--- src/rtl/mm_dot_product_unit.sv ---
`default_nettype none
// ============================================================================
//  Module   : mm_dot_product_unit
//  Brief    : Streaming signed multiply-accumulate over VEC_LEN element pairs,
//             with a saturating accumulator and a held result on a handshake.
//  Revision : 1.0 - initial release
// ============================================================================
module mm_dot_product_unit #(
    parameter int DATA_W  = 8,
    parameter int ACC_W   = 16,
    parameter int VEC_LEN = 4,
    parameter int CNT_W   = $clog2(VEC_LEN + 1)
) (
    input  logic              clk,
    input  logic              rst,
    input  logic              clr,
    input  logic              in_valid,
    output logic              in_ready,
    input  logic [DATA_W-1:0] a_in,
    input  logic [DATA_W-1:0] b_in,
    output logic              out_valid,
    input  logic              out_ready,
    output logic [ACC_W-1:0]  result,
    output logic              overflow
);

    localparam logic [0:0] ST_ACCUM = 1'b0;
    localparam logic [0:0] ST_HOLD  = 1'b1;

    localparam int PROD_W = 2 * DATA_W;
    // One guard bit above the wider of accumulator and product
    localparam int SUM_W  = ((PROD_W > ACC_W) ? PROD_W : ACC_W) + 1;

    localparam logic signed [SUM_W-1:0] C_SUM_MAX =
        {{(SUM_W - ACC_W + 1){1'b0}}, {(ACC_W - 1){1'b1}}};
    localparam logic signed [SUM_W-1:0] C_SUM_MIN =
        {{(SUM_W - ACC_W + 1){1'b1}}, {(ACC_W - 1){1'b0}}};
    localparam logic signed [ACC_W-1:0] C_ACC_MAX = {1'b0, {(ACC_W - 1){1'b1}}};
    localparam logic signed [ACC_W-1:0] C_ACC_MIN = {1'b1, {(ACC_W - 1){1'b0}}};
    localparam logic [CNT_W-1:0]        C_LAST    = CNT_W'(VEC_LEN - 1);

    logic [0:0]               r_state;
    logic signed [ACC_W-1:0]  r_acc;
    logic [CNT_W-1:0]         r_count;
    logic                     r_ovf;

    logic signed [PROD_W-1:0] w_a_ext;
    logic signed [PROD_W-1:0] w_b_ext;
    logic signed [PROD_W-1:0] w_product;
    logic signed [SUM_W-1:0]  w_acc_ext;
    logic signed [SUM_W-1:0]  w_prod_ext;
    logic signed [SUM_W-1:0]  w_sum;
    logic signed [ACC_W-1:0]  w_acc_next;
    logic                     w_sat;
    logic                     w_accept;
    logic                     w_release;

    assign w_a_ext    = {{DATA_W{a_in[DATA_W-1]}}, a_in};
    assign w_b_ext    = {{DATA_W{b_in[DATA_W-1]}}, b_in};
    assign w_product  = w_a_ext * w_b_ext;
    assign w_acc_ext  = {{(SUM_W - ACC_W){r_acc[ACC_W-1]}}, r_acc};
    assign w_prod_ext = {{(SUM_W - PROD_W){w_product[PROD_W-1]}}, w_product};
    assign w_sum      = w_acc_ext + w_prod_ext;

    always_comb begin
        w_sat      = 1'b0;
        w_acc_next = w_sum[ACC_W-1:0];
        if (w_sum > C_SUM_MAX) begin
            w_sat      = 1'b1;
            w_acc_next = C_ACC_MAX;
        end else if (w_sum < C_SUM_MIN) begin
            w_sat      = 1'b1;
            w_acc_next = C_ACC_MIN;
        end
    end

    // in_ready is forced low for the whole time rst is asserted
    assign in_ready  = ~rst & (r_state == ST_ACCUM);
    assign w_accept  = in_valid & in_ready & ~clr;
    assign w_release = (r_state == ST_HOLD) & out_ready;

    always_ff @(posedge clk or posedge rst) begin
        if (rst) begin
            r_state <= ST_ACCUM;
            r_acc   <= '0;
            r_count <= '0;
            r_ovf   <= 1'b0;
        end else if (clr || w_release) begin
            r_state <= ST_ACCUM;
            r_acc   <= '0;
            r_count <= '0;
            r_ovf   <= 1'b0;
        end else if (w_accept) begin
            r_acc   <= w_acc_next;
            r_ovf   <= r_ovf | w_sat;
            r_count <= r_count + 1'b1;
            if (r_count == C_LAST) begin
                r_state <= ST_HOLD;
            end
        end
    end

    // The accumulator itself is the held result while in HOLD
    assign out_valid = (r_state == ST_HOLD);
    assign result    = r_acc;
    assign overflow  = r_ovf;

endmodule
`default_nettype wire
--- config.mk ---
export PLATFORM = sky130hd
export DESIGN_NAME = mm_dot_product_unit
export DESIGN_NICKNAME = d
export VERILOG_FILES = /design/src/rtl/mm_dot_product_unit.sv
export SDC_FILE = /design/constraint.sdc
export NUM_CORES = 1
export LEC_CHECK = 0
export CAP_MARGIN = 20
export CORE_MARGIN = 2
export CORE_UTILIZATION = 40
export CTS_CLUSTER_SIZE = 12
export DETAILED_ROUTE_END_ITERATION = 7
export PLACE_DENSITY = 0.56
export SLEW_MARGIN = 25
export SYNTH_ARGS = -nofsm -noshare
export SYNTH_HDL_FRONTEND = slang
export SYNTH_SLANG_ARGS = --single-unit
--- constraint.sdc ---
create_clock -name clk -period 6.6 [get_ports clk]
set_input_delay 1.32 -clock clk [delete_from_list [all_inputs] [get_ports clk]]
set_output_delay 1.32 -clock clk [all_outputs]
set_load 0.05 [all_outputs]
==> results.md, run 1 <==
- Yosys warns: 0
- Final Cycle Share: between 90% and 100%
- Top cells by area, synth: fa_1, dfrtp_1, ha_1, inv_1, and2_1
- Area growth from synthesis to layout: 19.6%
- Row count: 37
- Starting DRT DRC Count: roughly 160
- R2R Path End: result[4]$_DFFE_PP0P_
- Mapped cell area: 4190 um2
- Routed wire length per instance: roughly 14 um
- Fin util: between 40% and 50%
- Worst hold path class: flop to flop
- Reg2reg start: result[4]$_DFFE_PP0P_
- Post-Place Worst Slack: -0.0768 ns
- DRC: 0
- Placed cell area: 4930 um2
- Vias/cell: 4.96
- Max-slew headroom: 42.8%
- Hold Path Sink: overflow$_DFFE_PP0P_
- Cells after Synth: 440
- Antenna violations before repair: 0
- Total global-route track usage: 17.5%
- Worst setup EP type: flop
- Worst path bufs/invs: 3
- CTS HTree Levels: 1
- DR pass1 iterations: 4
- Design Area, Final: 5010 um2
- CTS clk-pin slew, worst paths: 0.07 ns
- # Max-Cap Violations: 0
- Slowest-stage cell, CP: clkdlybuf4s50_1
- Slew @ Worst Pin: 0.858 ns
- Longest Clk Path Bufs: 2
- CP most frequent cell: fa_1
- Synth Area per Inst: approximately 9.5 um2
- Ys async rst share: 100%
- TritonCTS buffer count: 3
- Synth Net Count: around 580
- Ant diodes: 0
- CP Data Arrival Time: 6.51 ns
- First-pass GRT wire length: ~16 mm
- Worst path max stage delay: 0.66 ns
- # fillers: between 900 and 1000
- Antenna Violating Nets Remaining: 0
- Die H: 106 um
- CTS Sinks: 21
- Hold Buf Count CTS: 0
- Peak Freq: 158 MHz
- Yosys cell types: 42
- Final setup margin: between 0.2 and 0.3 ns
- Hpwl dp: 7.94 mm
- Inst Count DP: 630
- Worst path required time: 6.79 ns
- Slew Viols, Final: 0
- Hold_sp: overflow$_DFFE_PP0P_
- Grt ovf: 0
- Insertion delay to the later sink of the worst-skew pair: 0.26 ns
- Routed vias: 3150
- Top FF cell, synth: dfrtp_1
- Leading area contributor after synthesis: fa_1
- Area of the core: around 10000 um2
- Critical path class: input port to flop
- Flop-to-flop setup slack: between 1.5 and 2 ns
- R2R depth: 19
- Die ar.: around 11000 um2
- Layout cells sized above 1: 9.02%
- CP delay by family, top: adder cells
- CTS root buf: clkbuf_8
- Most common cell in the netlist: inv_1
- Fin cells: 635
- Hold Fails Final Rpt: 0
- I/O Pins: 40
- WHS Path Cells: 2
- Die width: 106 um
- Worst-path cell chain: clkdlybuf4s50_1, nand2_1, fa_1, fa_1, inv_1, fa_1, fa_1, fa_1, ha_1, o211ai_1, o21bai_2, o2111ai_2, a21boi_1, nor2_2, buf_12, a2111oi_2, nand3b_1
- Final min period: 6.32 ns
- #FFs+latches synth: 21
- Post-synth EDFFs: 0
- Post-layout nets: 638
- CP startpoint kind: input port
- Initial Util: 40.9%
- Vias in the first global route: 3269
- Post-synthesis sequential area ratio: 12.5%
- Top-area cell type share of the netlist area: 36.3%
- Largest net degree at the start of global routing: 27
- Final wirelength: 9.21 mm
- Status: complete, no violations
- Final setup violation count: 0
- IO Port Bufs: 39
- Synth top cells by count: inv_1, fa_1, ha_1
- RSZ-0062 raised after global routing: no
- CTS tree: built
- Clock Skews: 0.0111 ns
- GP Congestion: approximately 0.79
- Crit-path max FO: 22
[flip-flops by register name (all words and copies together), names as in the netlist]
| register | count |
|---|---|
| out_valid | 1 |
| overflow | 1 |
| result | 16 |
| r_count | 3 |
[layout make-up]
class	instances	area [um2]	share of cell area (%)
well taps	136	170	3.40
multi-input cells	327	3310	66.1
clock buffers	4	45.0	0.900
repair buffers	67	656	13.1
inverters	80	300	6.00
flip-flops and latches	21	526	10.5
[cells in the final DEF (no fill, tap or decap), drive strengths merged]
cell type	instances
dlymetal6s2s	7
nand2	37
o31ai	1
a2111oi	1
a211oi	3
xnor2	15
o21ai	20
nor2	13
a21boi	1
o211ai	14
a21oi	28
buf	28
a31oi	8
ha	41
clkinv	1
or2	1
nand3	1
xor2	4
nor3	5
nand2b	3
a21o	6
o31a	1
nand4	1
o2111ai	2
inv	79
nand3b	1
and3b	1
a221oi	1
or3	2
and2	35
clkbuf	4
o21bai	3
clkdlybuf4s50	32
fa	76
nor2b	2
dfrtp	21
[through the flow]
| stage | hold slack, ns | setup TNS, ns |
|---|---|---|
| after detailed placement | 0.514 | -0.228 |
| after CTS | 0.531 | 0 |
| after floorplan | 0.506 | 0 |
| after global routing | 0.578 | 0 |
| final | 0.526 | 0 |
| after global placement | 0.511 | 0 |
[cells by family after synthesis]
family,share of synthesized area [%]
AND/OR/NAND/NOR,12.4
flip-flops,12.5
XOR/XNOR,3.97
AO/OA/AOI/OAI,13.9
adder cells (fa/ha/maj),48.6
buffers and inverters,8.57
[per-layer routing]
metal / vias to the layer above / global-route usage (%) / part of all wire [%]
li1: 1529 / - / -
met5: - / 0 / 0
met3: 2 / 1.47 / 2.5
met1: 1583 / 25.7 / 48
met4: 0 / 1.50 / 0.29
met2: 36 / 29.3 / 49
[tightest hold or removal path: cells and delay by family (launching register included)]
kind / cells / cell delay [ns]
flip-flops: 1 / 0.37
AND/OR/NAND/NOR: 2 / 0.13
[repair_timing]
action,in CTS,in global routing
resized for setup,0,9
endpoints found under the hold margin,0,0
endpoints found under the setup margin,0,9
buffers inserted,0,1
[how the worst max path moves through the flow]
| stage | startpoint | end | cells after the start |
|---|---|---|---|
| floorplan | b_in[1] | overflow$_DFFE_PP0P_ | 15 |
| global placement | a_in[0] | overflow$_DFFE_PP0P_ | 16 |
| detailed placement | a_in[0] | overflow$_DFFE_PP0P_ | 16 |
| CTS | a_in[0] | overflow$_DFFE_PP0P_ | 16 |
| global route | b_in[0] | overflow$_DFFE_PP0P_ | 22 |
| finish | a_in[2] | overflow$_DFFE_PP0P_ | 17 |
Power of run 1 is left out: the tool's default activity adds up to more than one toggle a clock period on the data nets, which glitch-free logic cannot reach.
==> inputs of run 2 (changes only) <==
- CORE_ASPECT_RATIO: not set -> 0.9
==> results.md, run 2 (synthesis results as in run 1) <==
- WHS Path Cells: 2 (unchanged)
- Status: complete, no violations
- IO Port Bufs: 39 (unchanged)
- Area of the core: 10200 um2 (-0.27%)
- Antenna Violating Nets Remaining: 0 (unchanged)
- Hpwl dp: 8.14 mm (+2.5%)
- Final Cycle Share: 96.0% (+0.22 points)
- DR pass1 iterations: 4 (unchanged)
- Critical path class: input port to flop
- Largest net degree at the start of global routing: 27 (unchanged)
- Hold_sp: overflow$_DFFE_PP0P_
- Hold Fails Final Rpt: 0 (unchanged)
- CTS tree: built
- Area growth from synthesis to layout: 19.1%
- Max reg flops: 16 (unchanged)
- Die H: 101 um (-4.9%)
- Starting DRT DRC Count: 138 (-11%)
- Routed vias: 3118 (-1.0%)
- TritonCTS buffer count: 3 (unchanged)
- Hold Path Sink: overflow$_DFFE_PP0P_
- Layout cells sized above 1: 7.86% (-1.2 points)
- CP Data Arrival Time: 6.52 ns (about the same)
- Multi-input gate area: 3300 um2 (-0.23%)
- DRC: 0 (unchanged)
- Die width: 112 um (+5.2%)
- Row count: 35 (-5.4%)
- Worst hold path class: flop to flop
- Slew Viols, Final: 0 (unchanged)
- Sequential Area: 526 um2 (unchanged)
- Ant diodes: 0 (unchanged)
- Final min period: 6.34 ns (+0.0146 ns)
- Vias in the first global route: 3371 (+3.1%)
- Die ar.: 11300 um2 (about the same)
- R2R Path End: overflow$_DFFE_PP0P_
- Longest Clk Path Bufs: 2 (unchanged)
- Postcts setup bufs: 0 (unchanged)
- Worst setup EP type: flop
- Most frequent cells in the layout: inv_1, fa_1, ha_1
- Max Used Layer: met4
- Total global-route track usage: 18.2% (+0.69 points)
- CTS clk-pin slew, worst paths: 0.06 ns (about the same)
- Initial Util: 41.0% (+0.11 points)
- RSZ-0062 raised after global routing: no
- M1 WL: 4.40 mm (-0.34%)
- Metal2 WL: 4.58 mm (+0.99%)
- Routed wire length per instance: 14.9 um (+2.6%)
- Setup TNS: 0 ns (unchanged)
- # Max-Cap Violations: 0 (unchanged)
- Insertion delay to the later sink of the worst-skew pair: 0.25 ns (about the same)
- CTS HTree Levels: 1 (unchanged)
- Post-layout nets: 635 (-0.47%)
- First-pass GRT wire length: 16.7 mm (+4.3%)
- Max-slew headroom: 35.6% (-7.1 points)
- Crit-path max FO: 8 (-64%)
- WHS: 0.513 ns (-0.0138 ns)
- Reg2reg start: result[4]$_DFFE_PP0P_
- R2R depth: 20 (+1)
- Flop-to-flop setup slack: 1.57 ns (-0.10 ns)
- GP Congestion: 0.813 (+2.5%)
- Slew @ Worst Pin: 0.965 ns (+0.107 ns)
- Final setup violation count: 0 (unchanged)
- Peak Freq: 158 MHz (-0.23%)
- Routed met3 length: 258 um (+13%)
- Clock Skews: 0.00151 ns (-0.00963 ns)
- I/O Pins: 40 (unchanged)
- CTS root buf: clkbuf_16
- Commonest non-fill, non-tap cell in the layout: inv_1
- CP startpoint kind: input port
- Grt ovf: 0 (unchanged)
- Worst path required time: 6.78 ns (about the same)
- Final wirelength: 9.30 mm (+0.98%)
- # fillers: 982 (+0.61%)
- CTS Sinks: 21 (unchanged)
- Antenna violations before repair: 0 (unchanged)
- Vias/cell: 4.99 (+0.57%)
run 2: cell count changes in the layout (fill, tap and decap cells not counted), sizes merged:
| cell | before | now |
|---|---|---|
| buf | 28 | 25 |
| clkdlybuf4s50 | 32 | 33 |
| dlymetal6s2s | 7 | 6 |
run 2: per-stage QoR:
step | worst slack, ns | area (um2) | cells | util [%]
6_report | 0.264 | 4990 | 625 | 48.9
5_1_grt | 0.00909 | 4990 | 625 | 48.9
4_1_cts | 0.186 | 4970 | 625 | 48.7
3_5_place_dp | -0.0636 | 4890 | 621 | 48.0
3_3_place_gp | -0.00537 | 4890 | 621 | 48.0
2_1_floorplan | 0.504 | 4190 | 440 | -
run 2: worst max-delay path by stage:
stage | from | to | slack [ns] | cells after the start
floorplan | b_in[1] | overflow$_DFFE_PP0P_ | 0.50 | 15
global placement | a_in[7] | result[9]$_DFFE_PP0P_ | -0.005 | 18
detailed placement | a_in[2] | overflow$_DFFE_PP0P_ | -0.06 | 16
CTS | a_in[2] | overflow$_DFFE_PP0P_ | 0.19 | 16
global route | a_in[1] | result[15]$_DFFE_PP0P_ | 0.009 | 17
finish | a_in[4] | overflow$_DFFE_PP0P_ | 0.26 | 16
run 2: critical path, cell delays in order:
cell and delay (ns):
clkdlybuf4s50_1 0.65, nand2_1 0.12, fa_1 0.48, fa_1 0.49, inv_1 0.05, fa_1 0.51
fa_1 0.60, fa_1 0.44, ha_1 0.23, a21o_1 0.20, a21oi_2 0.21, a211oi_2 0.10
o31a_1 0.34, a21o_2 0.26, a2111oi_2 0.36, nand3b_1 0.15
run 2: area by class of cell:
| type | instances | area share, % |
|---|---|---|
| multi-input combinational | 327 | 66.2 |
| inverter | 80 | 6.02 |
| clock buffer | 4 | 1.58 |
| tap | 129 | 3.24 |
| sequential | 21 | 10.5 |
| timing repair buffer | 64 | 12.4 |
run 2: repair_timing:
item                                    in CTS  in global routing
endpoints found under the setup margin       0                  4
hold buffers                                 0                  0
resized for setup                            0                  6
run 2: layer usage:
layer	global-route usage, %	vias to the layer above
li1	-	1526
met1	25.9	1545
met2	31.1	43
met3	2.16	4
met4	1.99	0
met5	0	-
Power of run 2 is left out for the same reason.
==> inputs of run 3 (changes only) <==
- clock period: 6.6 -> 7.7 ns (I/O delays scaled with it)
==> results.md, run 3 (synthesis results as in run 1) <==
- CTS root buf: clkbuf_16
- CTS Sinks: 21 (unchanged)
- Row count: 35 (unchanged)
- Vias in the first global route: 3290 (-2.4%)
- Clock Skews: 0.00413 ns (+0.00261 ns)
- Final min period: 7.07 ns
- Die ar.: 11300 um2 (unchanged)
- Grt ovf: 0 (unchanged)
- Most frequent cells in the layout: inv_1, fa_1, ha_1
- CTS HTree Levels: 1 (unchanged)
- First-pass GRT wire length: 16.4 mm (-1.4%)
- I/O Pins: 40 (unchanged)
- Slew @ Worst Pin: 0.864 ns (-0.102 ns)
- Max reg flops: 16 (unchanged)
- Antenna Violating Nets Remaining: 0 (unchanged)
- Postcts setup bufs: 0 (unchanged)
- GP Congestion: 0.848 (+4.3%)
- DR pass1 iterations: 4 (unchanged)
- Hold Buf Count CTS: 0 (unchanged)
- Starting DRT DRC Count: 157 (+14%)
- Worst path max stage delay: 0.69 ns (+0.04 ns)
- Final setup violation count: 0 (unchanged)
- IO Port Bufs: 39 (unchanged)
- # resized after CTS: 0 (unchanged)
- Slew Viols, Final: 0 (unchanged)
- Largest net degree at the start of global routing: 27 (unchanged)
- Most Crowded Layer GR: met2
- CP most frequent cell: fa_1
- Peak Freq: between 100 and 150 MHz
- Area growth from synthesis to layout: 14.1%
- RSZ-0062 raised after global routing: no
- Hold Fails Final Rpt: 0 (unchanged)
- CTS clk-pin slew, worst paths: 0.05 ns (about the same)
- Critical path class: input port to flop
- Insertion delay to the later sink of the worst-skew pair: 0.25 ns (about the same)
- CP delay by family, top: adder cells
- Post-layout nets: 612 (-3.6%)
- Setup TNS: 0 ns (unchanged)
- Routed wire length per instance: 15.4 um (+3.3%)
- Layout cells sized above 1: 3.59% (-4.3 points)
- Worst setup EP type: flop
- Total global-route track usage: 18.1% (-0.14 points)
- Vias/cell: 5.13 (+2.8%)
- Slowest-stage cell, CP: clkdlybuf4s50_1
- Die width: 112 um (unchanged)
- Hpwl dp: 7.77 mm (-4.5%)
- Met3 Track Usage GR: 2.04% (-0.12 points)
- Worst path bufs/invs: 1 (-1)
- Worst hold path class: flop to flop
- Routed vias: 3087 (-0.99%)
- TritonCTS buffer count: 3 (unchanged)
- CP startpoint kind: input port
- Crit-path max FO: 16 (+8)
- DRC: 0 (unchanged)
- Initial Util: 41.0% (unchanged)
- # Max-Cap Violations: 0 (unchanged)
- Worst-path cell chain: clkdlybuf4s50_1, and2_1, fa_1, fa_1, fa_1, fa_1, ha_1, ha_1, o2111ai_2, a211oi_2, o31a_1, nand3_1, a2111oi_2, nand3b_1
- Area of the core: 10200 um2 (unchanged)
- Antenna violations before repair: 0 (unchanged)
- Final wirelength: 9.25 mm (-0.49%)
- Max-slew headroom: 42.4% (+6.8 points)
- Worst path required time: 7.88 ns (+1.10 ns)
- CP Data Arrival Time: 7.26 ns (+0.74 ns)
- Die H: 101 um (unchanged)
- GR Util met2: 30.2% (-0.93 points)
- CTS tree: built
- M1 GR Usage: 26.3% (+0.40 points)
- Ant diodes: 0 (unchanged)
- Final Cycle Share: 91.9%
- Longest Clk Path Bufs: 2 (unchanged)
- Status: complete, no violations
- Commonest non-fill, non-tap cell in the layout: inv_1
## run 3: stage by stage
| step | std cells | util (%) | worst slack, ns | hold WS (ns) | cell area (um2) |
|---|---|---|---|---|---|
| floorplan | 440 | - | 1.38 | 0.506 | 4190 |
| global placement | 598 | 46.0 | 0.470 | 0.486 | 4700 |
| detailed placement | 598 | 46.0 | 0.346 | 0.495 | 4700 |
| CTS | 602 | 46.8 | 0.592 | 0.508 | 4770 |
| global route | 602 | 46.8 | 0.239 | 0.557 | 4780 |
| finish | 602 | 46.8 | 0.626 | 0.503 | 4780 |
## run 3: routing by layer
metal	vias up	routed length (um)
li1	1482	-
met1	1543	4480
met2	58	4410
met3	4	325
met4	0	33
met5	-	0
## run 3: worst paths after layout
path	slack, ns	to	cells after the start	start
setup / recovery	0.63	overflow$_DFFE_PP0P_	14	b_in[1]
hold / removal	0.50	overflow$_DFFE_PP0P_	2	overflow$_DFFE_PP0P_
setup reg to reg	2.32	overflow$_DFFE_PP0P_	19	result[4]$_DFFE_PP0P_
hold reg to reg	0.50	overflow$_DFFE_PP0P_	2	overflow$_DFFE_PP0P_
max in group asynchronous	5.40	result[11]$_DFFE_PP0P_	2	rst
min in group asynchronous	1.79	result[10]$_DFFE_PP0P_	2	rst
## run 3: final cells by class
cell class / count / area [um2]
tap: 129 / 161
sequential: 21 / 526
timing repair buffer: 41 / 405
multi-input combinational: 327 / 3310
fill: 977 / 5430
clock buffer: 4 / 78.8
inverter: 80 / 300
## run 3: worst reg2reg max path, delay by kind of cell, from the launching register on
family	cells	cell delay, ns
AO/OA/AOI/OAI	4	1.10
adder cells (fa/ha/maj)	7	2.72
buffers and inverters	5	0.34
flip-flops	1	0.35
AND/OR/NAND/NOR	3	0.78
Power of run 3 is left out for the same reason.
